==> config.mk <==
export PLATFORM = sky130hd
export DESIGN_NAME = exme_pipe_reg
export DESIGN_NICKNAME = d
export VERILOG_FILES = /design/src/rtl/exme_pkg.sv /design/src/rtl/exme_slot.sv /design/src/rtl/exme_pipe_reg.sv
export SDC_FILE = /design/constraint.sdc
export NUM_CORES = 1
export LEC_CHECK = 0
export ABC_AREA = 1
export BUFFER_PORTS_ARGS = -buffer_cell sky130_fd_sc_hd__buf_4
export CORE_MARGIN = 2
export CORE_UTILIZATION = 46
export CTS_CLUSTER_DIAMETER = 80
export CTS_CLUSTER_SIZE = 12
export DETAILED_ROUTE_END_ITERATION = 6
export PLACE_DENSITY = 0.88
export SYNTH_ARGS = -nofsm -noshare
export SYNTH_HDL_FRONTEND = slang
export SYNTH_SLANG_ARGS = --single-unit
==> constraint.sdc <==
create_clock -name clk -period 4.7 [get_ports clk]
set_input_delay 0.47 -clock clk [delete_from_list [all_inputs] [get_ports clk]]
set_output_delay 0.47 -clock clk [all_outputs]
set_load 0.02 [all_outputs]
==> src/rtl/exme_pkg.sv <==
// rtl/exme_pkg.sv - shared types and constants for the EX->MEM pipeline register
package exme_pkg;

    localparam int XLEN_DEF       = 32;
    localparam int RADDR_W_DEF    = 5;
    localparam int RSLT_SRC_W_DEF = 2;
    localparam int CNT_W_DEF      = 16;

    typedef struct packed {
        logic                      valid;
        logic                      regWrt;
        logic                      memWrt;
        logic [RSLT_SRC_W_DEF-1:0] rsltSrc;
        logic [RADDR_W_DEF-1:0]    rd;
    } exme_ctrl_t;

    typedef struct packed {
        logic [XLEN_DEF-1:0] aluRslt;
        logic [XLEN_DEF-1:0] wrtD;
        logic [XLEN_DEF-1:0] pc4;
    } exme_data_t;

    localparam exme_ctrl_t EXME_CTRL_BUBBLE = '0;

endpackage

==> src/rtl/exme_slot.sv <==
// rtl/exme_slot.sv - one EX->MEM register slot with flush/stall/async reset
module exme_slot
    import exme_pkg::*;
#(
    parameter type   ctrl_t = exme_ctrl_t,
    parameter type   data_t = exme_data_t,
    parameter ctrl_t BUBBLE = EXME_CTRL_BUBBLE
) (
    input  logic  clk,
    input  logic  rst_n,
    input  logic  stall,
    input  logic  flush,
    input  ctrl_t ctrl_in,
    input  data_t data_in,
    output ctrl_t ctrl_out,
    output data_t data_out
);

    // Flush only kills control; data fields keep their last value.
    always_ff @(posedge clk or negedge rst_n) begin
        if (!rst_n) begin
            ctrl_out <= '0;
            data_out <= '0;
        end else if (flush) begin
            ctrl_out <= BUBBLE;
        end else if (!stall) begin
            ctrl_out <= ctrl_in;
            data_out <= data_in;
        end
    end

endmodule

==> src/rtl/exme_pipe_reg.sv <==
// rtl/exme_pipe_reg.sv - DEPTH-deep EX->MEM pipeline register with perf counters
module exme_pipe_reg
    import exme_pkg::*;
#(
    parameter int XLEN       = XLEN_DEF,
    parameter int RADDR_W    = RADDR_W_DEF,
    parameter int RSLT_SRC_W = RSLT_SRC_W_DEF,
    parameter int DEPTH      = 1,
    parameter int CNT_W      = CNT_W_DEF
) (
    input  logic                  clk,
    input  logic                  rst_n,
    input  logic                  stall,
    input  logic                  flush,
    input  logic                  cntClr,
    input  logic                  validE,
    input  logic                  regWrtE,
    input  logic                  memWrtE,
    input  logic [RSLT_SRC_W-1:0] rsltSrcE,
    input  logic [XLEN-1:0]       aluRsltE,
    input  logic [XLEN-1:0]       wrtDE,
    input  logic [XLEN-1:0]       pc4E,
    input  logic [RADDR_W-1:0]    rdE,
    output logic                  validM,
    output logic                  regWrtM,
    output logic                  memWrtM,
    output logic [RSLT_SRC_W-1:0] rsltSrcM,
    output logic [XLEN-1:0]       aluRsltM,
    output logic [XLEN-1:0]       wrtDM,
    output logic [XLEN-1:0]       pc4M,
    output logic [RADDR_W-1:0]    rdM,
    output logic [CNT_W-1:0]      stallCnt,
    output logic [CNT_W-1:0]      bubbleCnt
);

    typedef struct packed {
        logic                  valid;
        logic                  regWrt;
        logic                  memWrt;
        logic [RSLT_SRC_W-1:0] rsltSrc;
        logic [RADDR_W-1:0]    rd;
    } ctrl_t;

    typedef struct packed {
        logic [XLEN-1:0] aluRslt;
        logic [XLEN-1:0] wrtD;
        logic [XLEN-1:0] pc4;
    } data_t;

    localparam ctrl_t           CTRL_BUBBLE = '0;
    localparam logic [CNT_W-1:0] CNT_MAX    = '1;
    localparam logic [CNT_W-1:0] CNT_ONE    = CNT_W'(1);

    ctrl_t ctrl_e;
    data_t data_e;
    ctrl_t ctrl_q [DEPTH+1];
    data_t data_q [DEPTH+1];

    // An invalid EX op must not write or match forwarding comparators downstream.
    always_comb begin
        ctrl_e         = '0;
        ctrl_e.valid   = validE;
        ctrl_e.rsltSrc = rsltSrcE;
        if (validE) begin
            ctrl_e.regWrt = regWrtE;
            ctrl_e.memWrt = memWrtE;
            ctrl_e.rd     = rdE;
        end
    end

    assign data_e    = {aluRsltE, wrtDE, pc4E};
    assign ctrl_q[0] = ctrl_e;
    assign data_q[0] = data_e;

    for (genvar k = 0; k < DEPTH; k++) begin : g_slot
        exme_slot #(
            .ctrl_t (ctrl_t),
            .data_t (data_t),
            .BUBBLE (CTRL_BUBBLE)
        ) u_slot (
            .clk      (clk),
            .rst_n    (rst_n),
            .stall    (stall),
            .flush    (flush),
            .ctrl_in  (ctrl_q[k]),
            .data_in  (data_q[k]),
            .ctrl_out (ctrl_q[k+1]),
            .data_out (data_q[k+1])
        );
    end

    assign validM   = ctrl_q[DEPTH].valid;
    assign regWrtM  = ctrl_q[DEPTH].regWrt;
    assign memWrtM  = ctrl_q[DEPTH].memWrt;
    assign rsltSrcM = ctrl_q[DEPTH].rsltSrc;
    assign rdM      = ctrl_q[DEPTH].rd;
    assign aluRsltM = data_q[DEPTH].aluRslt;
    assign wrtDM    = data_q[DEPTH].wrtD;
    assign pc4M     = data_q[DEPTH].pc4;

    // Saturating counters; a clear wins over any increment on the same edge.
    always_ff @(posedge clk or negedge rst_n) begin
        if (!rst_n) begin
            stallCnt  <= '0;
            bubbleCnt <= '0;
        end else if (cntClr) begin
            stallCnt  <= '0;
            bubbleCnt <= '0;
        end else begin
            if (stall && !flush && (stallCnt != CNT_MAX)) begin
                stallCnt <= stallCnt + CNT_ONE;
            end
            if (!validM && (bubbleCnt != CNT_MAX)) begin
                bubbleCnt <= bubbleCnt + CNT_ONE;
            end
        end
    end

endmodule

=== Yosys cells after proc, flatten, opt, wreduce, memory -nomap -nowiden ===
Cells that the tools add are included.

* Bits in registers: 138
* Input port bits: 111
* Output and inout port bits: 138
* Logic and storage cells: 33

* $add $sub $neg: 2
* Eq/ne operators: 3
* Multiplexer cells: 8
* Bitwise operators: 2
* Reductions and logical operators: 8

{| class="wikitable"
|+ Operators with widths
! cell !! number
|-
| $mux 16 || 4
|-
| $add 16x1->16 const B || 2
|-
| $ne 16x16->1 const B || 2
|-
| $mux 10 || 2
|-
| $mux 5 || 1
|-
| $reduce_bool 2->1 || 2
|-
| $logic_and 1x1->1 || 3
|-
| $logic_not 1->1 || 2
|-
| $mux 2 || 1
|-
| $ne 2x1->1 const B || 1
|-
| $not 1->1 || 2
|-
| $reduce_and 2->1 || 1
|}

=== Depth between registers and ports, before layout ===
Gate-level depths: netlist of the first run.

* Word-level depth: 5
* Mapped depth: 10
* Gate-level depth less buffers: 9

=== Modules after synthesis ===
Synthesis of the first run repeated with hierarchy kept, for this count alone.

* Cell total of the unflattened synthesis: 766
* Area, all modules: 6278.5 sq um

{| class="wikitable"
|+ By module, submodules not included
! module !! times used !! cells each !! area each (sq um) !! sequential area each (sq um)
|-
| exme_slot || 1 || 460 || 4191.5 || 2652.5
|-
| exme_pipe_reg || 1 || 306 || 2087.0 || 800.8
|}

=== Worst setup path before layout of the first run ===
OpenSTA, ideal clock, no wires.

* Kind: reg2reg
* From: register stallCnt[0]
* To: register stallCnt[3]
* Library setup time: 118 ps
* Data arrival time: 1582 ps
* Required time: 4582 ps
* Slack: 3001 ps
* Cell stages (with the launch flop): 11
* Buffers on the path: 1
* Period minus slack after synthesis: 1699 ps
* Path through: dfrtp_1 -> ha_1 -> nand2_1 -> nor2_4 -> nand2_2 -> nor2_4 -> o21ai_2 -> clkinv_2 -> buf_6 -> nand2_1 -> nand2_1

* Word-level cells in the longest chain between the ends: 3
* Elaborated cells on any way between the ends: 6
* Classes of those cells: add/sub (1); eq/ne (1); mux (2); reduce/logical (2)

{| class="wikitable"
|+ RTL lines
! item !! RTL line !! RTL
|-
| start: declaration || exme_pipe_reg.sv:32 || <nowiki>output logic [CNT_W-1:0] stallCnt,</nowiki>
|-
| start signal: assignment || exme_pipe_reg.sv:111 || <nowiki>stallCnt <= stallCnt + CNT_ONE;</nowiki>
|-
| $add 16x1->16 or $ne 16x16->1 (tied branches) || exme_pipe_reg.sv:111, exme_pipe_reg.sv:110 ||
|-
| $mux 16 or $logic_and 1x1->1 (tied branches) || exme_pipe_reg.sv:110 || <nowiki>if (stall && !flush && (stallCnt != CNT_MAX)) begin</nowiki>
|-
| $mux 16 or $reduce_bool 2->1 (tied branches) || -- ||
|}

Parallel ways exist; a longest one is shown, timed or not. The select of a mux whose other input is x is not followed.
A chain may end at the register's enable or synchronous reset.

=== Worst setup path in the final report of the first run ===
* From: register bubbleCnt[0]
* To: register bubbleCnt[5]

* Word-level cells in the longest chain between the ends: 3
* Elaborated cells on any way between the ends: 6
* Classes of those cells: add/sub (1); eq/ne (1); mux (2); reduce/logical (2)

{| class="wikitable"
|+ RTL lines
! item !! RTL line !! RTL
|-
| start: declaration || exme_pipe_reg.sv:33 || <nowiki>output logic [CNT_W-1:0] bubbleCnt</nowiki>
|-
| start signal: assignment || exme_pipe_reg.sv:114 || <nowiki>bubbleCnt <= bubbleCnt + CNT_ONE;</nowiki>
|-
| $add 16x1->16 or $ne 16x16->1 (tied branches) || exme_pipe_reg.sv:114, exme_pipe_reg.sv:113 ||
|-
| $mux 16 or $logic_and 1x1->1 (tied branches) || exme_pipe_reg.sv:113 || <nowiki>if (!validM && (bubbleCnt != CNT_MAX)) begin</nowiki>
|-
| $mux 16 or $reduce_bool 2->1 (tied branches) || -- ||
|}

Parallel ways exist; a longest one is shown, timed or not. The select of a mux whose other input is x is not followed.

==> out/qor.yml, run 1 <==
status:
  outcome: "complete, no violations"
detailed_routing:
  drc: 0
  post_drt_wl_per_cell_um: 14.3
  antenna_left: 0
  vias: 5713
  avgViaCountPerCell: 4.97
  wirelength_um: 16500
  drt_first_pass_iters: 6
  drtIter0Drc: 522
clock_tree:
  ctsHoldBuffers: 0
  cts_tree: "yes"
  cts_made_buffers: 17
  clk_latency_ns: 0.41
  cts_root_buf: "clkbuf_16"
  cts_buffer_depth: 2
  post_cts.repair.setup_buffers: 0
  htree_levels: 4
  numClockSinks: 138
  clk_pin_slew_ns: 0.06
  cts_resized: 0
die:
  die_area_mm2: 0.0139
  die_y_um: 118
  rows: 41
  pin_count: 249
  fp.coreArea_mm2: 0.0126
  initial_core_util_pct: 47.3
  die_x_um: 118
logic_synthesis:
  syn_inst: 721
  synth-simple-area-share_pct: 33.9
  ys_seq_area_share_pct: 57.9
  yosys_warnings: 0
  yosysUniqueCellTypes: 28
  synth_compound_gate_area_share_pct: 2.94
  postSynthRegisterBits: 138
  synthArstFlopShare_pct: 100
  synth_nets: 834
  synth_top_family_by_area: "simple AND/OR/NAND/NOR gates"
  synth-xor-area-share_pct: 0.881
  synth-edff-count: 0
  avgSynthCellArea_um2: 8.28
  synth_fa_ha_area_share_pct: 0.419
  synth.area.mux_share_pct: 0
  synthFlopType: "dfrtp_1"
  syn_area_mm2: 0.00597
grt:
  track_usage_pct: 24.3
  antenna_found_initial: 0
  grt_max_degree: 107
  grt_overflow_total: 0
  grt_pass1_wl_um: 26900
  grt_pass1_vias: 5462
pwr:
  power_density_mw_per_mm2: 391
  max-vdd-ir-drop_uv: 252
  p_leak_nw: 4.70
critical_path:
  reg2reg_depth: 8
  r2r-end: "bubbleCnt[5]"
  setup.worst_path.class: "reg2reg"
  reg2reg_from: "bubbleCnt[0]"
  critPathMaxFanout: 13
  cp-start-kind: "flop"
  crit_required_ns: 5.05
  cp-startpoint: "bubbleCnt[0]"
  arrival_ns: 2.41
  setup.worst_path.end: "bubbleCnt[5]"
  regToRegSetupSlack_ns: 2.64
  endpoint_kind: "flop"
sta:
  min_period_over_period_pct: 43.8
  finClkSkew_ns: 0.00527
  rsz0062_at_grt: "no"
  slew_headroom_pct: 36.6
  final_hold_viol_count: 0
  tightest_slew_ns: 0.950
  tns_ns: 0
  maxSlewViolCount: 0
  finalSetupViolations: 0
  max_freq_mhz: 486
  fin_crit_ns: 2.06
placed_design:
  hpwlAfterDp_um: 11500
  gp_congestion: 0.895
  numPortBuffers: 248
  dp_cells: 1117
final_layout:
  mostFrequentLayoutCells: "399 x nand2_1, 252 x buf_4, 138 x dfrtp_1"
  syn2layout_area_growth_pct: 43.7
  layout.cells.non_filler: 1149
  antennaDiodeCount: 0
  nNetsFinal: 1077
  layout_commonest_cell: "nand2_1"
  drive_above_1_share_pct: 31.1
min_path:
  hold_class: "in2async"
run:
  maxCapViolations: 0
==> worst max-delay path: stages (launching register included) <==
cell	delay (ns)
dfrtp_1	0.42
ha_1	0.24
nand2_2	0.10
nor2_4	0.06
nand2_2	0.10
nor2_1	0.05
nor2_1	0.66
nand3_1	0.23
nand2_1	0.13
==> sequential cells by signal (all words and copies together), names as in the netlist <==
name	cells
g_slot.u_slot.ctrl_out	10
stallCnt	16
g_slot.u_slot.data_out	96
bubbleCnt	16
==> worst min-delay path by stage <==
stage	end	slack, ns	depth (start not counted)
floorplan	bubbleCnt[0]	0.17	0
global placement	g_slot[0].u_slot.data_out[94]	0.46	2
detailed placement	g_slot[0].u_slot.data_out[30]	0.46	2
CTS	bubbleCnt[13]	0.21	1
global route	g_slot[0].u_slot.data_out[87]	0.23	3
finish	bubbleCnt[13]	0.13	1
==> routing by layer <==
layer	part of all wire, %	global-route usage [%]
met2	49	39.6
met1	40	30.0
met3	8.4	7.75
met4	2.8	10.2
met5	0	0
==> cell families (layout without fill, tap and decap cells) <==
group / count (synthesis) / count (layout)
XOR/XNOR: 6 / 6
flip-flops: 138 / 138
AND/OR/NAND/NOR: 497 / 497
buffers and inverters: 55 / 311
AO/OA/AOI/OAI: 23 / 23
adder cells (fa/ha/maj): 2 / 2
==> per-stage QoR <==
| stage | setup slack (ns) | area (µm²) | hold WS (ns) | total power, W | utilization [%] |
|---|---|---|---|---|---|
| finish | 2.64 | 8570 | 0.135 | 0.00335 | 67.9 |
| global route | 2.47 | 8570 | 0.233 | 0.00350 | 67.9 |
| CTS | 2.71 | 8570 | 0.212 | 0.00338 | 67.9 |
| detailed placement | 2.51 | 7950 | 0.460 | 0.00198 | 63.0 |
| global placement | 2.58 | 7950 | 0.455 | 0.00196 | 63.0 |
| floorplan | 3.00 | 5970 | 0.174 | 0.00165 | - |
==> cell type report <==
cell class	instances	area, µm²
flip-flops and latches	138	3450
well taps	172	215
clock inverters	11	170
fillers	1020	4050
multi-input cells	528	2280
inverters	26	100
clock buffers	21	450
repair buffers	253	1900
==> report_power, final <==
| group | switching (W) | internal [W] |
|---|---|---|
| Sequential | 0.0000679 | 0.00130 |
| Clock | 0.000500 | 0.000901 |
| Combinational | 0.000337 | 0.000249 |
| Total | 0.000905 | 0.00245 |
==> synthesized netlist by cell type, types with 3 or more instances <==
master	number	area [µm²]
clkbuf_1	15	56.3
nand3_1	21	105
dfrtp_1	138	3450
o21bai_1	3	22.5
nand2_1	399	1500
nor2_4	5	56.3
nor2_1	34	128
a21oi_1	3	15.0
nand4_1	26	163
inv_1	20	75.1
nand2_2	4	25.0
o21ai_0	5	25.0
buf_2	11	55.1
a32o_1	7	70.1
or2_2	4	25.0
xor2_1	6	52.6
inv_2	3	11.3
(Power assumes the default switching activity.)
==> run 2, diff against run 1 <==
clock period = 1.95 ns   (was 4.7 ns; I/O delays follow)
==> out/qor.yml, run 2 (synthesized netlist as in run 1, its figures left out) <==
placed_design:
  numPortBuffers: 248  # unchanged
  hpwlAfterDp_um: 11700  # +1.6%
  gp_congestion: 0.879  # -1.9%
  pre_cts_slack_ns: 0.0358  # -2.48 ns
sta:
  fin_crit_ns: 1.73  # -0.324 ns
  tightest_slew_ns: 0.558  # -0.392 ns
  finalSetupViolations: 0  # unchanged
  finClkSkew_ns: 0.00680  # +0.00153 ns
  slew_headroom_pct: 62.8  # +26 points
  final_hold_viol_count: 0  # unchanged
  tns_ns: 0  # unchanged
  rsz0062_at_grt: "no"
  timing.final.ws_setup_ns: 0.217  # -2.43 ns
  max_freq_mhz: 577  # +19%
  maxSlewViolCount: 0  # unchanged
  min_period_over_period_pct: 88.9  # +45 points
pwr:
  p_leak_nw: 5.13  # +9.1%
  power_density_mw_per_mm2: 858  # +120%
  max-vdd-ir-drop_uv: 671  # +170%
  finalPower_w: 0.00821  # +140%
critical_path:
  critPathMaxFanout: 13  # unchanged
  worst_path_largest_cell_delay_ns: 0.42  # -0.24 ns
  cp-startpoint: "bubbleCnt[0]"
  cp-start-kind: "flop"
  reg2reg_from: "bubbleCnt[0]"
  worst_path_most_repeated_cell: "nand2_2"
  arrival_ns: 2.09  # -0.32 ns
  setup.worst_path.class: "reg2reg"
  endpoint_kind: "flop"
  crit_chain: "ha_1, nand2_2, nor2_4, nand2_2, nor2_1, nor2_2, nand4_1, nand2_1"
  slowest_stage: "nor2_2"
  critPathTopFamily: "simple AND/OR/NAND/NOR gates"
  crit_required_ns: 2.31  # -2.74 ns
  crit_buf_inv: 0  # unchanged
final_layout:
  largest_register: "g_slot.u_slot.data_out"
  multiInputGateArea_mm2: 0.00228  # +0.11%
  post-route-util_pct: 75.8  # +7.9 points
  largest_reg_flops: 96  # unchanged
  antennaDiodeCount: 0  # unchanged
  nNetsFinal: 1176  # +9.2%
  drive_above_1_share_pct: 29.2  # -1.9 points
  syn2layout_area_growth_pct: 60.4
  top_regs: "g_slot.u_slot.data_out x96, bubbleCnt x16, stallCnt x16"
  fillers: 803  # -21%
  mostFrequentLayoutCells: "399 x nand2_1, 255 x buf_4, 138 x dfrtp_1"
  layout_commonest_cell: "nand2_1"
  regArea_mm2: 0.00345  # unchanged
clock_tree:
  clk_pin_slew_ns: 0.06  # about the same
  cts_tree: "yes"
  post_cts.repair.setup_buffers: 0  # unchanged
  cts_root_buf: "clkbuf_16"
  numClockSinks: 138  # unchanged
  htree_levels: 4  # unchanged
  clk_latency_ns: 0.43  # +0.02 ns
  cts_made_buffers: 17  # unchanged
  cts_buffer_depth: 2  # unchanged
die:
  initial_core_util_pct: 47.3  # unchanged
  die_x_um: 118  # unchanged
  die_area_mm2: 0.0139  # unchanged
  rows: 41  # unchanged
  pin_count: 249  # unchanged
  fp.coreArea_mm2: 0.0126  # unchanged
  die_y_um: 118  # unchanged
detailed_routing:
  drtIter0Drc: 480  # -8.0%
  antenna_left: 0  # unchanged
  drc: 0  # unchanged
  vias: 6342  # +11%
  wirelength_um: 21000  # +28%
  drt_first_pass_iters: 5  # -1
  post_drt_wl_per_cell_um: 16.8  # +17%
  avgViaCountPerCell: 5.08  # +2.2%
run:
  maxCapViolations: 0  # unchanged
grt:
  antenna_found_initial: 0  # unchanged
  track_usage_pct: 30.6  # +6.3 points
  grt_pass1_wl_um: 33500  # +24%
  grt_overflow_total: 0  # unchanged
  grt_pass1_vias: 6524  # +19%
  grt_max_degree: 97  # -9.3%
min_path:
  min-delay-start: "wrtDE[7]"
  hold_class: "in2reg"
status:
  outcome: "complete, no violations"
[run 2: final cells by class]
class,count,area share (%)
clock buffers,21,4.92
clock inverters,11,1.26
inverters,26,1.05
multi-input cells,528,23.9
flip-flops and latches,138,36.1
well taps,172,2.25
repair buffers,352,30.6
[run 2: where the power goes]
| group | internal [W] | switching [W] |
|---|---|---|
| combinational | 0.000738 | 0.000917 |
| sequential | 0.00313 | 0.000186 |
| clock | 0.00198 | 0.00126 |
| total | 0.00585 | 0.00236 |
[run 2: per-layer routing]
metal  vias to the layer above  part of all wire [%]  GRT usage [%]
met4                         0                   3.9           15.0
met2                       296                    51           52.5
met3                        73                   7.5           9.35
li1                       2942                     -              -
met1                      3031                    38           34.6
met5                         -                     0              0
[run 2: path summary, 6_finish.rpt]
path                                                  to  slack [ns]  depth (start not counted)
max                                        bubbleCnt[10]        0.22                          8
min                        g_slot[0].u_slot.data_out[39]        0.02                          3
max reg2reg                                bubbleCnt[10]        0.22                          8
min reg2reg                g_slot[0].u_slot.data_out[56]        0.47                          2
max in group asynchronous  g_slot[0].u_slot.data_out[56]        1.00                          3
min in group asynchronous                   bubbleCnt[4]        0.29                          2
[run 2: stage by stage]
step	area, µm²	std cells	hold slack, ns
after CTS	9570	1248	0.000476
after detailed placement	8060	1124	0.197
after global routing	9570	1248	0.00202
final	9570	1248	0.0172
after floorplan	5970	721	-0.101
after global placement	8060	1124	0.194
[run 2: timing repair]
item                       in CTS  in global routing
hold endpoints to repair      142                  0
resized for setup               0                  1
setup endpoints to repair       0                 13
hold buffers                   92                  0
[run 2: worst register-to-register path, delay by kind of cell, from the launching register on]
| family | cells | cell delay [ns] |
|---|---|---|
| flip-flops | 1 | 0.41 |
| adder cells (fa/ha/maj) | 1 | 0.23 |
| AND/OR/NAND/NOR | 7 | 1.04 |
==> run 3, diff against run 2 <==
--- a/config.mk
+++ b/config.mk
@@ -13,5 +13,5 @@
 export CTS_CLUSTER_SIZE = 12
 export DETAILED_ROUTE_END_ITERATION = 6
-export PLACE_DENSITY = 0.88
+export PLACE_DENSITY = 0.79
 export SYNTH_ARGS = -nofsm -noshare
 export SYNTH_HDL_FRONTEND = slang
==> constraint.sdc (replaced) <==
create_clock -name clk -period 1.95 [get_ports clk]
set_input_delay 0.39 -clock clk [delete_from_list [all_inputs] [get_ports clk]]
set_output_delay 0.39 -clock clk [all_outputs]
set_load 0.02 [all_outputs]
==> out/qor.yml, run 3 (synthesized netlist as in run 1, its figures left out) <==
status:
  outcome: "complete, no violations"
critical_path:
  worst_path_most_repeated_cell: "nand2_2"
  slowest_stage: "dfrtp_1"
  cp-startpoint: "bubbleCnt[0]"
  worst_path_largest_cell_delay_ns: 0.41  # about the same
  arrival_ns: 2.05  # -0.04 ns
  setup.worst_path.class: "reg2reg"
  crit_required_ns: 2.30  # about the same
  reg2reg_from: "bubbleCnt[0]"
  endpoint_kind: "flop"
  critPathMaxFanout: 13  # unchanged
  crit_chain: "ha_1, nand2_2, nor2_4, nand2_2, nor2_1, nor2_2, nand4_1, nand2_1"
  cp-start-kind: "flop"
final_layout:
  top_regs: "g_slot.u_slot.data_out x96, bubbleCnt x16, stallCnt x16"
  syn2layout_area_growth_pct: 46.6
  largest_register: "g_slot.u_slot.data_out"
  drive_above_1_share_pct: 32.1  # +2.9 points
  layout_commonest_cell: "nand2_1"
  largest_reg_flops: 96  # unchanged
  antennaDiodeCount: 0  # unchanged
  post-route-util_pct: 69.3  # -6.5 points
  mostFrequentLayoutCells: "399 x nand2_1, 255 x buf_4, 138 x dfrtp_1"
  nNetsFinal: 1087  # -7.6%
sta:
  slew_headroom_pct: 64.9  # +2.1 points
  fin_crit_ns: 1.71  # -0.0276 ns
  holdWs_ns: 0.169  # +0.152 ns
  finalSetupViolations: 0  # unchanged
  min_period_over_period_pct: 87.4  # -1.4 points
  maxSlewViolCount: 0  # unchanged
  final_hold_viol_count: 0  # unchanged
  finClkSkew_ns: 0.00727  # +0.000464 ns
  tightest_slew_ns: 0.527  # -0.0315 ns
  rsz0062_at_grt: "no"
  max_freq_mhz: 586  # +1.6%
die:
  die_y_um: 118  # unchanged
  initial_core_util_pct: 47.3  # unchanged
  pin_count: 249  # unchanged
  fp.coreArea_mm2: 0.0126  # unchanged
  die_area_mm2: 0.0139  # unchanged
  die_x_um: 118  # unchanged
  rows: 41  # unchanged
detailed_routing:
  post_drt_wl_per_cell_um: 14.2  # -16%
  avgViaCountPerCell: 4.86  # -4.4%
  antenna_left: 0  # unchanged
  wirelength_um: 16500  # -22%
  drc: 0  # unchanged
  drt_first_pass_iters: 5  # unchanged
  drtIter0Drc: 384  # -20%
  vias: 5632  # -11%
grt:
  antenna_found_initial: 0  # unchanged
  grt_overflow_total: 0  # unchanged
  grt_pass1_wl_um: 27200  # -19%
  grt_pass1_vias: 5506  # -16%
  grt_max_degree: 97  # unchanged
  track_usage_pct: 24.5  # -6.1 points
placed_design:
  hpwlAfterDp_um: 11800  # +0.66%
  gp_congestion: 0.886  # +0.87%
  numPortBuffers: 248  # unchanged
clock_tree:
  cts_root_buf: "clkbuf_16"
  htree_levels: 4  # unchanged
  clk_pin_slew_ns: 0.06  # about the same
  cts_tree: "yes"
  numClockSinks: 138  # unchanged
  clk_latency_ns: 0.42  # about the same
  cts_buffer_depth: 2  # unchanged
  post_cts.repair.setup_buffers: 0  # unchanged
  cts_made_buffers: 17  # unchanged
pwr:
  max-vdd-ir-drop_uv: 605  # -9.9%
  p_leak_nw: 4.80  # -6.5%
  power_density_mw_per_mm2: 933  # +8.8%
min_path:
  min-delay-start: "pc4E[27]"
  hold_class: "in2reg"
run:
  maxCapViolations: 0  # unchanged
## run 3: area by class of cell
type                            instances  area (µm²)
Timing Repair Buffer                  263        2060
Tap cell                              172         215
Sequential cell                       138        3450
Inverter                               26         100
Fill cell                            1043        3870
Clock inverter                         12         170
Multi-Input combinational cell        528        2280
Clock buffer                           20         467
## run 3: per-layer routing
metal  track usage (%)  routed length, µm
met5                 0                  0
met4              10.6                535
met3              8.38               1330
met2              39.6               7920
met1              29.8               6660
## run 3: power breakdown
part           total [W]  leakage (nW)  switching, W  internal, W
Combinational    0.00144          2.71      0.000813     0.000627
Clock            0.00343         0.316       0.00119      0.00223
Sequential       0.00329          1.77      0.000157      0.00313
Total            0.00816          4.80       0.00216      0.00599
## run 3: final timing paths
check                      cells past startpoint                            end  slack, ns
min reg2reg                                    2  g_slot[0].u_slot.data_out[61]       0.47
max reg2reg                                    8                   bubbleCnt[2]       0.24
max in group asynchronous                      3  g_slot[0].u_slot.data_out[48]       0.96
min in group asynchronous                      2                    stallCnt[6]       0.37
max                                            8                   bubbleCnt[2]       0.24
min                                            3  g_slot[0].u_slot.data_out[27]       0.17
## run 3: metrics by stage
stage                     total power, W  setup TNS [ns]  cell area (µm²)  worst slack (ns)  instances
after global routing             0.00851               0             8750            0.0756       1159
after CTS                        0.00824               0             8750             0.216       1159
after floorplan                  0.00398               0             5970             0.251        721
after detailed placement         0.00478         -0.0365             8100           -0.0183       1126
after global placement           0.00476        -0.00624             8100          -0.00624       1126
final                            0.00816               0             8750             0.245       1159
## run 3: critical path, delay by kind of cell, from the launching register on
family / cells / cell delay (ns)
fa+ha+maj: 1 / 0.23
simple gates: 7 / 1.00
flops: 1 / 0.41
## run 3: timing repair
action / in CTS / in global routing
gates resized for setup: 1 / 0
setup endpoints to repair: 9 / 0
hold buffers: 1 / 0
hold endpoints to repair: 12 / 0
